<file path="config.mk">
export PLATFORM = sky130hd
export DESIGN_NAME = serial_full_adder
export DESIGN_NICKNAME = d
export VERILOG_FILES = /design/src/rtl/serial_full_adder.sv
export SDC_FILE = /design/constraint.sdc
export NUM_CORES = 1
export LEC_CHECK = 0
export BUFFER_PORTS_ARGS = -buffer_cell sky130_fd_sc_hd__buf_2
export CAP_MARGIN = 20
export CORE_MARGIN = 2
export CORE_UTILIZATION = 40
export CTS_BUF_LIST = sky130_fd_sc_hd__clkbuf_16
export CTS_CLUSTER_DIAMETER = 120
export DETAILED_ROUTE_END_ITERATION = 12
export HOLD_SLACK_MARGIN = 0.06
export PLACE_DENSITY = 0.62
export RECOVER_POWER = 25
export SLEW_MARGIN = 0
export SYNTH_ARGS = -nofsm -noshare
export SYNTH_HDL_FRONTEND = slang
export SYNTH_SLANG_ARGS = --single-unit
</file>
<file path="constraint.sdc">
create_clock -name clk -period 1.22 [get_ports clk]
set_input_delay 0.061 -clock clk [delete_from_list [all_inputs] [get_ports clk]]
set_output_delay 0.061 -clock clk [all_outputs]
set_load 0.01 [all_outputs]
</file>
<file path="src/rtl/serial_full_adder.sv">
// serial_full_adder: bit-serial adder, LSB first, one full-adder cell with a
// registered carry. {carryOut,sum} = opA + opB + carryIn after WIDTH shift cycles.
// Optional build macro SERIAL_ADD_OVF_EN adds a signed-overflow output.
module serial_full_adder #(
  parameter int WIDTH = 8
) (
  input  logic             clk,
  input  logic             reset,
  input  logic             start,
  input  logic [WIDTH-1:0] opA,
  input  logic [WIDTH-1:0] opB,
  input  logic             carryIn,
  output logic             busy,
  output logic             done,
  output logic [WIDTH-1:0] sum,
  output logic             carryOut,
  output logic             sumBit
`ifdef SERIAL_ADD_OVF_EN
  ,
  output logic             overflow
`endif
);

  localparam int CW = (WIDTH > 2) ? $clog2(WIDTH) : 1;

  typedef enum logic [1:0] {S_IDLE, S_SHIFT, S_DONE} state_t;

  state_t           r_state, w_next;
  logic [WIDTH-1:0] r_a, r_b, r_sum;
  logic             r_c, r_cout;
  logic [CW-1:0]    r_cnt;
  logic             w_s, w_cn, w_last;

  // single full-adder cell working on the operand LSBs
  assign w_s    = r_a[0] ^ r_b[0] ^ r_c;
  assign w_cn   = (r_a[0] & r_b[0]) | (r_c & (r_a[0] ^ r_b[0]));
  assign w_last = (r_cnt == CW'(WIDTH - 1));

  // state register
  always_ff @(posedge clk or posedge reset) begin
    if (reset) r_state <= S_IDLE;
    else       r_state <= w_next;
  end

  // next-state logic; start is only looked at in IDLE
  always_comb begin
    w_next = r_state;
    case (r_state)
      S_IDLE:  if (start) w_next = S_SHIFT;
      S_SHIFT: if (w_last) w_next = S_DONE;
      S_DONE:  w_next = S_IDLE;
      default: w_next = S_IDLE;
    endcase
  end

  // state-decoded outputs; sumBit is a debug tap, forced low outside SHIFT
  always_comb begin
    busy   = 1'b0;
    done   = 1'b0;
    sumBit = 1'b0;
    case (r_state)
      S_SHIFT: begin busy = 1'b1; sumBit = w_s; end
      S_DONE:  done = 1'b1;
      default: ;
    endcase
  end

  // datapath: capture on accept, shift one bit per SHIFT cycle.
  // The final carry is registered on the last shift edge so carryOut is
  // already valid in the DONE cycle (it equals the carry flop from then on).
  always_ff @(posedge clk or posedge reset) begin
    if (reset) begin
      r_a    <= '0;
      r_b    <= '0;
      r_sum  <= '0;
      r_c    <= 1'b0;
      r_cout <= 1'b0;
      r_cnt  <= '0;
    end else begin
      case (r_state)
        S_IDLE: if (start) begin
          r_a   <= opA;
          r_b   <= opB;
          r_c   <= carryIn;
          r_sum <= '0;
          r_cnt <= '0;
        end
        S_SHIFT: begin
          r_sum <= {w_s, r_sum[WIDTH-1:1]};
          r_a   <= r_a >> 1;
          r_b   <= r_b >> 1;
          r_c   <= w_cn;
          r_cnt <= r_cnt + CW'(1);
          if (w_last) r_cout <= w_cn;
        end
        default: ;
      endcase
    end
  end

  assign sum      = r_sum;
  assign carryOut = r_cout;

`ifdef SERIAL_ADD_OVF_EN
  logic r_ovf;

  // signed overflow: carry out of the MSB xor carry into the MSB (r_c on the last shift)
  always_ff @(posedge clk or posedge reset) begin
    if (reset)                            r_ovf <= 1'b0;
    else if (r_state == S_SHIFT && w_last) r_ovf <= w_cn ^ r_c;
  end

  assign overflow = r_ovf;
`endif

endmodule
</file>
; Yosys cells after proc, flatten, opt, wreduce, memory -nomap -nowiden
; Index checks and enable logic that the tools add are counted.
[word_totals]
reg_bits = 31
in_bits = 20
output_inout_bits = 12
wordCells = 39
[op_classes]
add_sub_neg = 1
n_eq_ne = 5
mux = 16
n_bitwise = 5
n_reduce_logical = 5
[op_table]
columns = op, n
row1 = $pmux 8 s2, 3
row2 = $mux 8, 3
row3 = $pmux 3 s2, 1
row4 = $reduce_and 2->1, 3
row5 = $mux 1, 4
row6 = $mux 2, 2
row7 = $ne 2x2->1 const B, 2
row8 = $pmux 2 s2, 1
row9 = $add 3x1->3 const B, 1
row10 = $eq 3x3->1 const B, 1
row11 = $mux 3, 1
row12 = $and 1x1->1, 2
row13 = $eq 2x1->1 const B, 1
row14 = $eq 2x2->1 const B, 1
row15 = $logic_not 2->1, 1
row16 = $pmux 1 s2, 1
row17 = $reduce_bool 2->1, 1
row18 = $xor 1x1->1, 2
row19 = $or 1x1->1, 1

; Depth between registers and ports, before layout
[logic_depth]
depth_word = 4
mapped_depth = 5
ltp_nobuf = 4

; Least setup slack after synthesis
; No wires, ideal clock.
[synth_path]
kind = flip-flop to flip-flop
start = register r_a[0]
end = register r_sum[7] (netlist: sum[7])
setup_time_ns = 0.118
arrival_ns = 1.114
required_time_ns = 1.102
path_slack_ns = -0.012
path_stages_with_launch = 5
path_buffers = 0
period_less_slack_ns = 1.232
path_cell_list = dfrtp_1 -> inv_1 -> fa_1 -> nor2_1 -> a21o_1
[synth_via]
elab_chain_len = 3
[synth_lines]
columns = item, line
row1 = start: declaration, 29  ; logic [WIDTH-1:0] r_a, r_b, r_sum;
row2 = start signal: assignment, 82  ; r_a <= opA;
row3 = start signal: assignment, 90  ; r_a <= r_a >> 1;
row4 = $xor 1x1->1 (2 in a row), 35  ; assign w_s = r_a[0] ^ r_b[0] ^ r_c;
row5 = $pmux 8 s2, 80  ; case (r_state)
row6 = end signal: assignment, 89  ; r_sum <= {w_s, r_sum[WIDTH-1:1]};
row7 = end: declaration, 29
; No other way between the ends.
; A chain may end at the register's enable or synchronous reset.

; Worst setup path in the final report
[layout_path]
start = register r_a[0]
end = output sumBit
[layout_via]
elab_chain_len = 3
[layout_lines]
columns = item, line
row1 = $xor 1x1->1 (2 in a row), 35
row2 = $mux 1, 61  ; case (r_state)
row3 = end: declaration, 17  ; output logic sumBit
; No other way between the ends.

==> flow_summary.yaml <==
placement:
  dpl.hpwl_um: 2220
  io_buffers: 31
  dpl_cell_area_sq_mm: 0.001732
  pre_cts_ws_ps: -40.14
  gp_congestion: 0.8000
  placed_cells_incl_taps: 212
yosys:
  yosysSeqAreaShare_pct: 51.97
  netlist_area_sq_mm: 0.001493
  yosys_warnings: 0
  synthCells: 127
  ys_async_sr_fraction_pct: 100.0
  synthTopCellsByArea: "dfrtp_1, a22o_1, a221o_1, o21ai_1, nor2b_1"
  synth_seq_cells: 31
  syn_area_per_cell_sq_um: 11.75
  synth_ff_type: "dfrtp_1"
  synth-edff-count: 0
  syn-num-nets: 150
  synth_top_area_share_pct: 51.97
  synth_top_area_cell: "dfrtp_1"
  ys_types: 32
drt:
  drtAntennaViolNets: 0
  drt-initial-drc-count: 106
  drt-pass1-iter-count: 4
  via_count: 1214
  drc_errors: 0
  wl_um: 3639
  wl_per_cell_um: 15.42
  vias_per_cell: 5.144
cells_and_area:
  fillers: 324
  synthToLayoutAreaGrowth_pct: 38.81
  stdcell_area_sq_mm: 0.002072
  drive_above_1_share_pct: 44.68
  final_nets: 210
  antenna_cells: 0
  stdcell_count: 236
  final_cell_mix: "buf_2, dfrtp_1, buf_4"
  final_common_cell: "buf_2"
min_path:
  holdCritPathClass: "primary input to flip-flop"
sta:
  slew_headroom_pct: 52.13
  finalHoldViolCount: 0
  finClkSkew_ps: 3.420
  fin_crit_ps: 1500
  timing.final.ws_setup_ps: -280.0
  tightest_slew_ps: 718.0
  fmax_ghz: 0.6667
  finalCritPeriodShare_pct: 123.0
  rsz0062_at_grt: "true"
  finalSetupViolCount: 5
  final_max_slew_viol_count: 0
grt:
  first_global_vias: 1224
  grt_pass1_wl_um: 5934
  overflow: 0
  track_usage_pct: 18.76
  grt_antenna_before_repair: 0
  grt_max_degree: 32
critical_path:
  path_cells: "inv_2 > fa_1 > nor2_2 > buf_2"
  arrival_ps: 1440
  worst_setup_path_start_kind: "flip-flop"
  cp_num_buf_inv: 2
  required_ps: 1160
  path_delay_family: "adder cells"
  worstSetupPathType: "flip-flop to output pin"
  crit_fanout: 2
  slowest_stage: "fa_1"
  end_kind: "output pin"
  slowest_delay_ps: 420
floorplanning:
  die_w_um: 65.09
  core_sq_mm: 0.003633
  initial_utilization_pct: 41.08
  die_h_um: 65.09
  rows: 22
  num_io_pins: 32
  dieArea_sq_mm: 0.004236
clocking:
  insertion_delay_ps: 270
  h-tree-depth: 2
  clk_pin_slew_worst_paths_ps: 50
  clock_path_buffers: 2
  root_buffer: "clkbuf_16"
  cts.sinks: 31
  cts_buffers: 5
  cts_tree: "done"
power:
  p_leak_nw: 0.9988
  powerDensity_mw_per_mm2: 2578
  vdd_drop_max_uv: 1057
run_status:
  status: "finished, violations left"
  failed_checks: "negative setup slack"
flow_run:
  maxCapViolCount: 0
## layer usage
metal  global-route usage [%]  up-vias  routed length [um]
met5                        0        -                   0
met3                    5.382        6                 114
met1                    23.94      599                1647
met2                    30.15       21                1822
li1                         -      588                   -
met4                    7.292        0                  54
## layout make-up
type                    count  area (sq um)  share of cell area (%)
repair inverters            1         3.754                  0.1812
multi-input cells          83         680.7                   32.85
flip-flops and latches     31         778.2                   37.56
inverters                   9         38.79                   1.872
clock buffers               5         125.1                   6.039
clock inverters             3         11.26                  0.5435
well taps                  48         60.06                   2.899
repair buffers             56         374.1                   18.06
## power by group
| group | leakage, nW | internal, W | switching (W) |
|---|---|---|---|
| logic | 0.544 | 0.00126 | 0.00114 |
| registers | 0.385 | 0.00148 | 0.000310 |
| clock network | 0.0701 | 0.000732 | 0.000426 |
## synth_stat cells (all sizes together), types with 4 or more instances
| library cell | instances |
|---|---|
| a22o | 9 |
| a21oi | 6 |
| buf | 6 |
| inv | 9 |
| nand2b | 8 |
| nand2 | 8 |
| nor2b | 7 |
| o21ai | 9 |
| nor2 | 4 |
| a221o | 6 |
| nor3 | 4 |
| dfrtp | 31 |
| a221oi | 4 |
## flip-flops by register name, summed over array words and instances (netlist names)
| name | flops |
|---|---|
| r_a | 8 |
| r_state | 2 |
| r_cnt | 3 |
| carryOut | 1 |
| r_c | 1 |
| r_b | 8 |
| sum | 8 |
## tightest hold or removal path, stage by stage
cell and delay (ps):
buf_2 90, nor2b_1 130, a221oi_2 70
## worst paths after layout
check,slack (ps),from,cells after the start,to
setup / recovery,-280,r_a[0],4,sumBit
hold / removal,130,opB[6],3,r_b[6]
setup reg to reg,-140,r_c,5,sum[7]
hold reg to reg,490,r_cnt[0],1,r_cnt[0]
max in group asynchronous,190,reset,4,r_state[0]
min in group asynchronous,530,reset,4,r_cnt[0]
## stage by stage
step	hold WS (ps)	util, %	TNS, ps	power, W
4_1_cts	128.8	55.37	-397.2	0.005196
2_1_floorplan	164.5	-	0	0.003116
5_1_grt	150.3	57.02	-830.4	0.005700
3_5_place_dp	170.1	47.66	-178.2	0.003682
6_report	126.8	57.02	-514.4	0.005341
3_3_place_gp	153.6	47.66	0	0.003605
## kinds of logic after synthesis
| group | Yosys count | synth area share [%] |
|---|---|---|
| adder cells (fa/ha/maj) | 3 | 3.017 |
| buffers and inverters | 15 | 7.041 |
| AND/OR/NAND/NOR | 36 | 15.09 |
| AO/OA/AOI/OAI | 42 | 22.88 |
| flip-flops | 31 | 51.97 |
## what timing repair did
item,4_1_cts,5_1_grt
setup endpoints to repair,16,25
hold buffers,3,0
gates cloned,2,1
setup buffers,8,3
pin swaps,1,3
hold endpoints to repair,33,0
gates resized for setup,12,9
(Power assumes the default switching activity.)
